`config.mk`:
```
export PLATFORM = sky130hd
export DESIGN_NAME = key_cmd_filter
export DESIGN_NICKNAME = d
export VERILOG_FILES = /design/src/rtl/game_pkg.sv /design/src/rtl/cmd_fifo.sv /design/src/rtl/key_cmd_filter.sv
export SDC_FILE = /design/constraint.sdc
export NUM_CORES = 1
export LEC_CHECK = 0
export ABC_AREA = 1
export BUFFER_PORTS_ARGS = -buffer_cell sky130_fd_sc_hd__buf_2
export CORE_AREA = 2 2 206 208
export DETAILED_ROUTE_END_ITERATION = 10
export DIE_AREA = 0 0 208 210
export MAX_ROUTING_LAYER = met4
export SLEW_MARGIN = 20
export SYNTH_ARGS = -nofsm -noshare
export SYNTH_HDL_FRONTEND = slang
export SYNTH_SLANG_ARGS = --single-unit
```
`constraint.sdc`:
```
create_clock -name clk -period 3.7 [get_ports clk]
set_input_delay 0.555 -clock clk [delete_from_list [all_inputs] [get_ports clk]]
set_output_delay 0.555 -clock clk [all_outputs]
set_load 0.03 [all_outputs]
```
`src/rtl/game_pkg.sv`:
```
// Shared game constants: command codes, PS/2 scancodes, repeat FSM states, key-to-command map.
// Latency: none (constants and pure functions only).
// Backpressure: not applicable.
package game_pkg;

    localparam logic [3:0] CMD_NONE  = 4'd0;
    localparam logic [3:0] CMD_UP    = 4'd1;
    localparam logic [3:0] CMD_LEFT  = 4'd2;
    localparam logic [3:0] CMD_DOWN  = 4'd3;
    localparam logic [3:0] CMD_RIGHT = 4'd4;
    localparam logic [3:0] CMD_NEXT  = 4'd5;
    localparam logic [3:0] CMD_BACK  = 4'd6;
    localparam logic [3:0] CMD_RETRY = 4'd7;
    localparam logic [3:0] CMD_SEL1  = 4'd8;
    localparam logic [3:0] CMD_SEL2  = 4'd9;
    localparam logic [3:0] CMD_SEL3  = 4'd10;

    localparam logic [8:0] SC_UP     = 9'h01D;
    localparam logic [8:0] SC_LEFT   = 9'h01C;
    localparam logic [8:0] SC_DOWN   = 9'h01B;
    localparam logic [8:0] SC_RIGHT  = 9'h023;
    localparam logic [8:0] SC_NEXT   = 9'h031;
    localparam logic [8:0] SC_BACK   = 9'h032;
    localparam logic [8:0] SC_RETRY  = 9'h02D;
    localparam logic [8:0] SC_SEL1   = 9'h069;
    localparam logic [8:0] SC_SEL2   = 9'h072;
    localparam logic [8:0] SC_SEL3   = 9'h07A;
    localparam logic [8:0] SC_RSHIFT = 9'h059;

    typedef enum logic [1:0] {
        REP_IDLE,
        REP_DELAY,
        REP_REPEAT
    } rep_state_e;

    // Right shift is deliberately absent: it never produces a command.
    function automatic logic [3:0] sc_to_cmd(input logic [8:0] sc);
        case (sc)
            SC_UP:    sc_to_cmd = CMD_UP;
            SC_LEFT:  sc_to_cmd = CMD_LEFT;
            SC_DOWN:  sc_to_cmd = CMD_DOWN;
            SC_RIGHT: sc_to_cmd = CMD_RIGHT;
            SC_NEXT:  sc_to_cmd = CMD_NEXT;
            SC_BACK:  sc_to_cmd = CMD_BACK;
            SC_RETRY: sc_to_cmd = CMD_RETRY;
            SC_SEL1:  sc_to_cmd = CMD_SEL1;
            SC_SEL2:  sc_to_cmd = CMD_SEL2;
            SC_SEL3:  sc_to_cmd = CMD_SEL3;
            default:  sc_to_cmd = CMD_NONE;
        endcase
    endfunction

    function automatic logic is_dir(input logic [3:0] code);
        is_dir = (code >= CMD_UP) && (code <= CMD_RIGHT);
    endfunction

    function automatic logic [8:0] dir_to_sc(input logic [3:0] code);
        case (code)
            CMD_UP:    dir_to_sc = SC_UP;
            CMD_LEFT:  dir_to_sc = SC_LEFT;
            CMD_DOWN:  dir_to_sc = SC_DOWN;
            CMD_RIGHT: dir_to_sc = SC_RIGHT;
            default:   dir_to_sc = 9'h000;
        endcase
    endfunction

endpackage

```
`src/rtl/cmd_fifo.sv`:
```
// Synchronous FIFO (DEPTH a power of two) with full/empty flags; push and pop may share a cycle.
// Latency: a pushed entry is visible at the head the cycle after the push.
// Backpressure: push is accepted when not full or when a pop happens in the same cycle.
module cmd_fifo #(
    parameter int DEPTH = 4,
    parameter int W     = 4
) (
    input  logic         clk,
    input  logic         rst,
    input  logic         push_vld,
    input  logic [W-1:0] push_dat,
    input  logic         pop_rdy,
    output logic         full,
    output logic         empty,
    output logic [W-1:0] head_dat
);
    localparam int PW = (DEPTH > 1) ? $clog2(DEPTH) : 1;

    logic [W-1:0]  mem_q [DEPTH];
    logic [W-1:0]  mem_d [DEPTH];
    logic [PW-1:0] wr_ptr_q, wr_ptr_d;
    logic [PW-1:0] rd_ptr_q, rd_ptr_d;
    logic [PW:0]   cnt_q, cnt_d;
    logic          do_push, do_pop;

    assign full     = (cnt_q == (PW+1)'(DEPTH));
    assign empty    = (cnt_q == '0);
    assign head_dat = mem_q[rd_ptr_q];

    always_comb begin
        do_pop   = pop_rdy && !empty;
        do_push  = push_vld && (!full || do_pop);
        mem_d    = mem_q;
        wr_ptr_d = wr_ptr_q;
        rd_ptr_d = rd_ptr_q;
        if (do_push) begin
            mem_d[wr_ptr_q] = push_dat;
            wr_ptr_d        = wr_ptr_q + PW'(1);
        end
        if (do_pop) begin
            rd_ptr_d = rd_ptr_q + PW'(1);
        end
        case ({do_push, do_pop})
            2'b10:   cnt_d = cnt_q + (PW+1)'(1);
            2'b01:   cnt_d = cnt_q - (PW+1)'(1);
            default: cnt_d = cnt_q;
        endcase
    end

    always_ff @(posedge clk) begin
        if (rst) begin
            for (int i = 0; i < DEPTH; i++) begin
                mem_q[i] <= '0;
            end
            wr_ptr_q <= '0;
            rd_ptr_q <= '0;
            cnt_q    <= '0;
        end else begin
            mem_q    <= mem_d;
            wr_ptr_q <= wr_ptr_d;
            rd_ptr_q <= rd_ptr_d;
            cnt_q    <= cnt_d;
        end
    end

endmodule

```
`src/rtl/key_cmd_filter.sv`:
```
// Turns PS/2 key events into one-shot game commands queued in a 4-deep FIFO; KEY_REPEAT_EN adds held-direction auto-repeat.
// Latency: a press is visible on cmd one cycle after key_valid; repeats every REPEAT_PERIOD after REPEAT_DELAY.
// Backpressure: cmd_valid/cmd_ready; a press into a full FIFO is dropped with an overflow pulse, a repeat only enters an empty FIFO.
module key_cmd_filter
    import game_pkg::*;
#(
    parameter int REPEAT_DELAY  = 25_000_000,
    parameter int REPEAT_PERIOD = 10_000_000,
    parameter int CNT_W         = 25
) (
    input  logic         clk,
    input  logic         rst,
    input  logic [511:0] key_down,
    input  logic [8:0]   last_change,
    input  logic         key_valid,
    input  logic         cmd_ready,
    output logic         cmd_valid,
    output logic [3:0]   cmd,
    output logic         shift_held,
    output logic         overflow
);
    logic [3:0] press_code;
    logic       press_vld;
    logic       rep_tick;
    logic [3:0] rep_code;
    logic       push_vld;
    logic [3:0] push_dat;
    logic       fifo_full, fifo_empty;
    logic [3:0] head_dat;
    logic       shift_held_q, shift_held_d;
    logic       overflow_q, overflow_d;

    always_comb begin
        press_code = sc_to_cmd(last_change);
        press_vld  = key_valid && key_down[last_change] && (press_code != CMD_NONE);
    end

`ifdef KEY_REPEAT_EN
    rep_state_e       state_q, state_d;
    logic [CNT_W-1:0] cnt_q, cnt_d;
    logic [3:0]       rep_code_q, rep_code_d;
    logic             rep_held;

    always_comb begin
        state_d    = state_q;
        cnt_d      = cnt_q;
        rep_code_d = rep_code_q;
        rep_tick   = 1'b0;
        rep_held   = key_down[dir_to_sc(rep_code_q)];
        case (state_q)
            REP_DELAY, REP_REPEAT: begin
                if (!rep_held) begin
                    state_d = REP_IDLE;
                    cnt_d   = '0;
                end else if (cnt_q == ((state_q == REP_DELAY) ? CNT_W'(REPEAT_DELAY - 1)
                                                              : CNT_W'(REPEAT_PERIOD - 1))) begin
                    rep_tick = 1'b1;
                    state_d  = REP_REPEAT;
                    cnt_d    = '0;
                end else begin
                    cnt_d = cnt_q + CNT_W'(1);
                end
            end
            default: ;
        endcase
        // A new direction press always restarts the delay from scratch.
        if (press_vld && is_dir(press_code)) begin
            state_d    = REP_DELAY;
            cnt_d      = '0;
            rep_code_d = press_code;
        end
    end

    always_ff @(posedge clk) begin
        if (rst) begin
            state_q    <= REP_IDLE;
            cnt_q      <= '0;
            rep_code_q <= CMD_NONE;
        end else begin
            state_q    <= state_d;
            cnt_q      <= cnt_d;
            rep_code_q <= rep_code_d;
        end
    end

    assign rep_code = rep_code_q;
`else
    logic unused_rep_cfg;
    assign unused_rep_cfg = ^{REPEAT_DELAY, REPEAT_PERIOD, CNT_W};
    assign rep_tick       = 1'b0;
    assign rep_code       = CMD_NONE;
`endif

    // Press has priority; a repeat only lands in an empty queue so it never floods.
    always_comb begin
        push_vld     = press_vld || (rep_tick && fifo_empty);
        push_dat     = press_vld ? press_code : rep_code;
        overflow_d   = press_vld && fifo_full && !cmd_ready;
        shift_held_d = key_down[SC_RSHIFT];
    end

    cmd_fifo #(
        .DEPTH (4),
        .W     (4)
    ) u_fifo (
        .clk      (clk),
        .rst      (rst),
        .push_vld (push_vld),
        .push_dat (push_dat),
        .pop_rdy  (cmd_ready),
        .full     (fifo_full),
        .empty    (fifo_empty),
        .head_dat (head_dat)
    );

    always_ff @(posedge clk) begin
        if (rst) begin
            shift_held_q <= 1'b0;
            overflow_q   <= 1'b0;
        end else begin
            shift_held_q <= shift_held_d;
            overflow_q   <= overflow_d;
        end
    end

    assign cmd_valid  = !fifo_empty;
    assign cmd        = fifo_empty ? CMD_NONE : head_dat;
    assign shift_held = shift_held_q;
    assign overflow   = overflow_q;

endmodule

```
==> results list <==
- The initial utilization of the core area, before any placement, comes to 16.1%.
* Clock sink count: 25
- Summed over all cells, the static leakage comes to 6.15 nW.
- In this run the worst setup path begins at last_change[0].
- Pin slew with the least headroom to its limit: 947 ps
- After clock tree synthesis, the repair step resized 0 gates.
* Antenna violations before repair: 11
- Total power after layout: 1.76 mW
- The clock period could shrink to 3100 ps.
- Hold Crit Endpoint: u_fifo.mem_q[15]
* Mapped Nets: 2058
- ANT nets after route: 0
- Clock tree synthesis inserted a total of 3 buffers.
* Weighted congestion at the end of routability-driven global placement: 0.929
- Counting instances, the worst hold path has a depth of 2.
- The root buffer cell chosen for the clock tree is clkbuf_16.
- Most used standard cell by instance count after synthesis: nand2_1
* Class of the tightest hold or removal check: flop to flop
* GRT Overall Usage: 18.8%
- At the end of the flow the core is filled with cells to 24.6%.
- In the synthesized netlist the async set-or-reset flop fraction comes to 0%.
- Launch instance of the worst register-to-register path: u_fifo.cnt_q[0]
- After synthesis, the cell types taking the most area are nand2_1 (61%), dfxtp_1 (7.5%), nor2_1 (5.2%).
* Fraction of synthesized cell area taken by the top area cell type: 60.9%
- Based on the critical path, the design can be clocked at up to 322 MHz.
- Crit. End Element: flop
- Setup slack on the critical path of the routed design comes to 595 ps.
* Average footprint of a synthesized cell: 4.36 um^2
- Of all nets on the critical path, the largest fanout is 70.
* Maximum number of pins on one net before global-route repair: 78
* Worst slack at placement: 294 ps
- Yosys mapped a number of flops with a built-in enable equal to 0.
* Max-slew violation count: 0
* Hold bufs inserted after CTS: 0
* Total vias in the final route: 11000
- Share of final-layout standard cells stronger than drive strength 1: 29.4%
- Clock-pin slew was measured on the worst setup and hold paths at 70 ps.
* Horizontal die dimension: 208 um
* Number of hold violations in the final report: 0
- The first global-routing pass estimated 60700 um of wire.
* Area grow syn2layout: 52.9%
* Worst vdd rail ir drop: 0.180 mV
- Capture point of the worst reg-to-reg path: u_fifo.cnt_q[2]
* Number of global-route vias before repair: 10300
- Cell Area, Synth: 6670 um^2
- The worst hold path begins at u_fifo.mem_q[15].
- The die covers 43700 um^2.
* Most common library cells after synthesis: nand2_1 (1081), nor2_1 (92), buf_2 (53), a21oi_1 (49), nand3_1 (49)
- Share of the clock period used by the worst path after layout: 83.9%
- Number of primary I/O pins: 532
- For this run, the leading register cell type out of synthesis is dfxtp_1.
- At the worst endpoint, the required time is 3860 ps.
- Counting along the longest clock path gives a buffer depth of 2.
- Die height: 210 um
- On the final layout, the worst clock skew is 4.04 ps.
- Summed over all nets, the half-perimeter wirelength after detailed placement is 35100 um.
- Outcome: finished, final reports clean
- Max-capacitance violation count: 0
* Slew HR: 35.9%
* Routed len/inst: 16.4 um
- Number of post-CTS setup repair buffers: 0
- The netlist uses 29 different library cells.
* Internal reg-to-reg setup slack: 1590 ps
- Most area-hungry cell type in the Yosys netlist: nand2_1
* Number of buffers added on ports: 531
- After global routing the overflow that remains totals 0.
* Kind of critical path: primary input to flop
- Setup violations remaining at the end of the flow were counted as 0.
* Nets@finish: 2548
- Routed wire length: 42100 um
- Sequential elements use 7.51% of the synthesized area.
- Clock tree from TritonCTS: done
- After synthesis the netlist holds a flip-flop and latch count of 25.
- Floorplan core area: 41500 um^2
* Kind of launch point of the worst setup path: primary input
- Depth of the CTS H-tree: 1
* Latest clock arrival within the worst-skew pair: 270 ps
- Before antenna repair, the detailed router went through 5 iterations.
- Number of filler cells placed in the layout: 4961
* Row count: 75
- Data arrives at the worst endpoint at 3270 ps.
* Post-synthesis cell count: 1528
- For this run, the number of Yosys warnings is 0.
* Number of cell instances on the worst register-to-register path: 11
* Via count normalized by instance count: 4.30
* Setup repair after global routing missed its margin: false
- Adding up every negative setup slack in the final design gives 0 ps.
- Dividing total power by cell area gives a power density of 173 nW/um^2.
* Count of routing violations after the opening detailed-route iteration: 798
- In the routed design, unresolved DRC markers number 0.
==> metal layers <==
metal / track usage (%) / part of all wire [%] / up-vias
li1: - / - / 5680
met1: 22.0 / 41 / 4767
met2: 33.3 / 49 / 525
met3: 2.55 / 6.6 / 59
met4: 5.60 / 2.8 / 0
met5: - / 0 / -
==> sequential cells by signal, summed over array words and instances (netlist names) <==
register	cells
shift_held	1
u_fifo.rd_ptr_q	2
u_fifo.wr_ptr_q	2
u_fifo.cnt_q	3
overflow	1
u_fifo.mem_q	16
==> layout by cell type (no fill, tap or decap), types with 6 or more instances in the layout <==
cell type,netlist,final
a21oi_1,49,49
buf_12,0,15
buf_2,53,529
buf_4,9,26
dfxtp_1,25,25
diode_2,0,8
inv_1,46,45
nand2_1,1081,1081
nand3_1,49,49
nand4_1,29,29
nor2_1,92,88
nor2_4,1,6
o21ai_0,25,25
o21ai_1,15,15
==> worst max path at each step <==
stage | endpoint | slack (ps) | cells after the start
detailed placement | u_fifo.cnt_q[2] | 290 | 25
finish | u_fifo.cnt_q[2] | 600 | 25
floorplan | u_fifo.cnt_q[2] | 760 | 24
CTS | u_fifo.cnt_q[2] | 560 | 25
global route | u_fifo.cnt_q[2] | 250 | 25
global placement | u_fifo.cnt_q[2] | 210 | 17
==> through the flow <==
step | std cells | hold WS (ps) | area, um^2
floorplan | 1528 | 420 | 6670
CTS | 2556 | 447 | 10200
global placement | 2552 | 429 | 10100
detailed placement | 2552 | 437 | 10100
finish | 2564 | 446 | 10200
global route | 2563 | 468 | 10200
==> logic make-up (layout without fill, tap and decap cells) <==
kind of cell	Yosys count	in the layout	synth area share, %
other	0	8	0
AND/OR/NAND/NOR	1267	1267	74.5
buffers and inverters	135	624	9.37
AO/OA/AOI/OAI	96	96	7.55
flip-flops	25	25	7.51
adder cells (fa/ha/maj)	5	5	1.05
==> worst max-delay path, cell delays in order <==
cell and delay [ps]:
buf_6 160, buf_12 270, buf_4 240, nand2_1 70
nand2_1 90, nand2_1 80, nand2_1 80, nand2_1 50
nand2_1 60, nor2_1 50, nor2_1 100, nor2_1 80
nand2_1 70, a21oi_1 60, nand2_1 70, nand2_1 130
nor2_8 120, nand2_2 60, nand2_2 60, inv_1 60
fa_1 380, inv_1 70, nand2_1 70, a21oi_1 140
nor2_1 50
==> cell type report <==
class,count,area [um^2],share of cell area (%)
diodes,8,20.0,0.196
clock buffers,3,75.1,0.736
clock inverters,1,5.00,0.0491
inverters,49,190,1.87
multi-input cells,1368,5580,54.7
flip-flops and latches,25,500,4.91
well taps,539,674,6.61
repair buffers,571,3150,30.9
==> where the power goes <==
group / switching, mW / total (mW) / internal [mW]
registers: 0.0245 / 0.310 / 0.285
clock network: 0.102 / 0.248 / 0.146
logic: 0.725 / 1.21 / 0.482
Power figures use the tool's default switching activity.
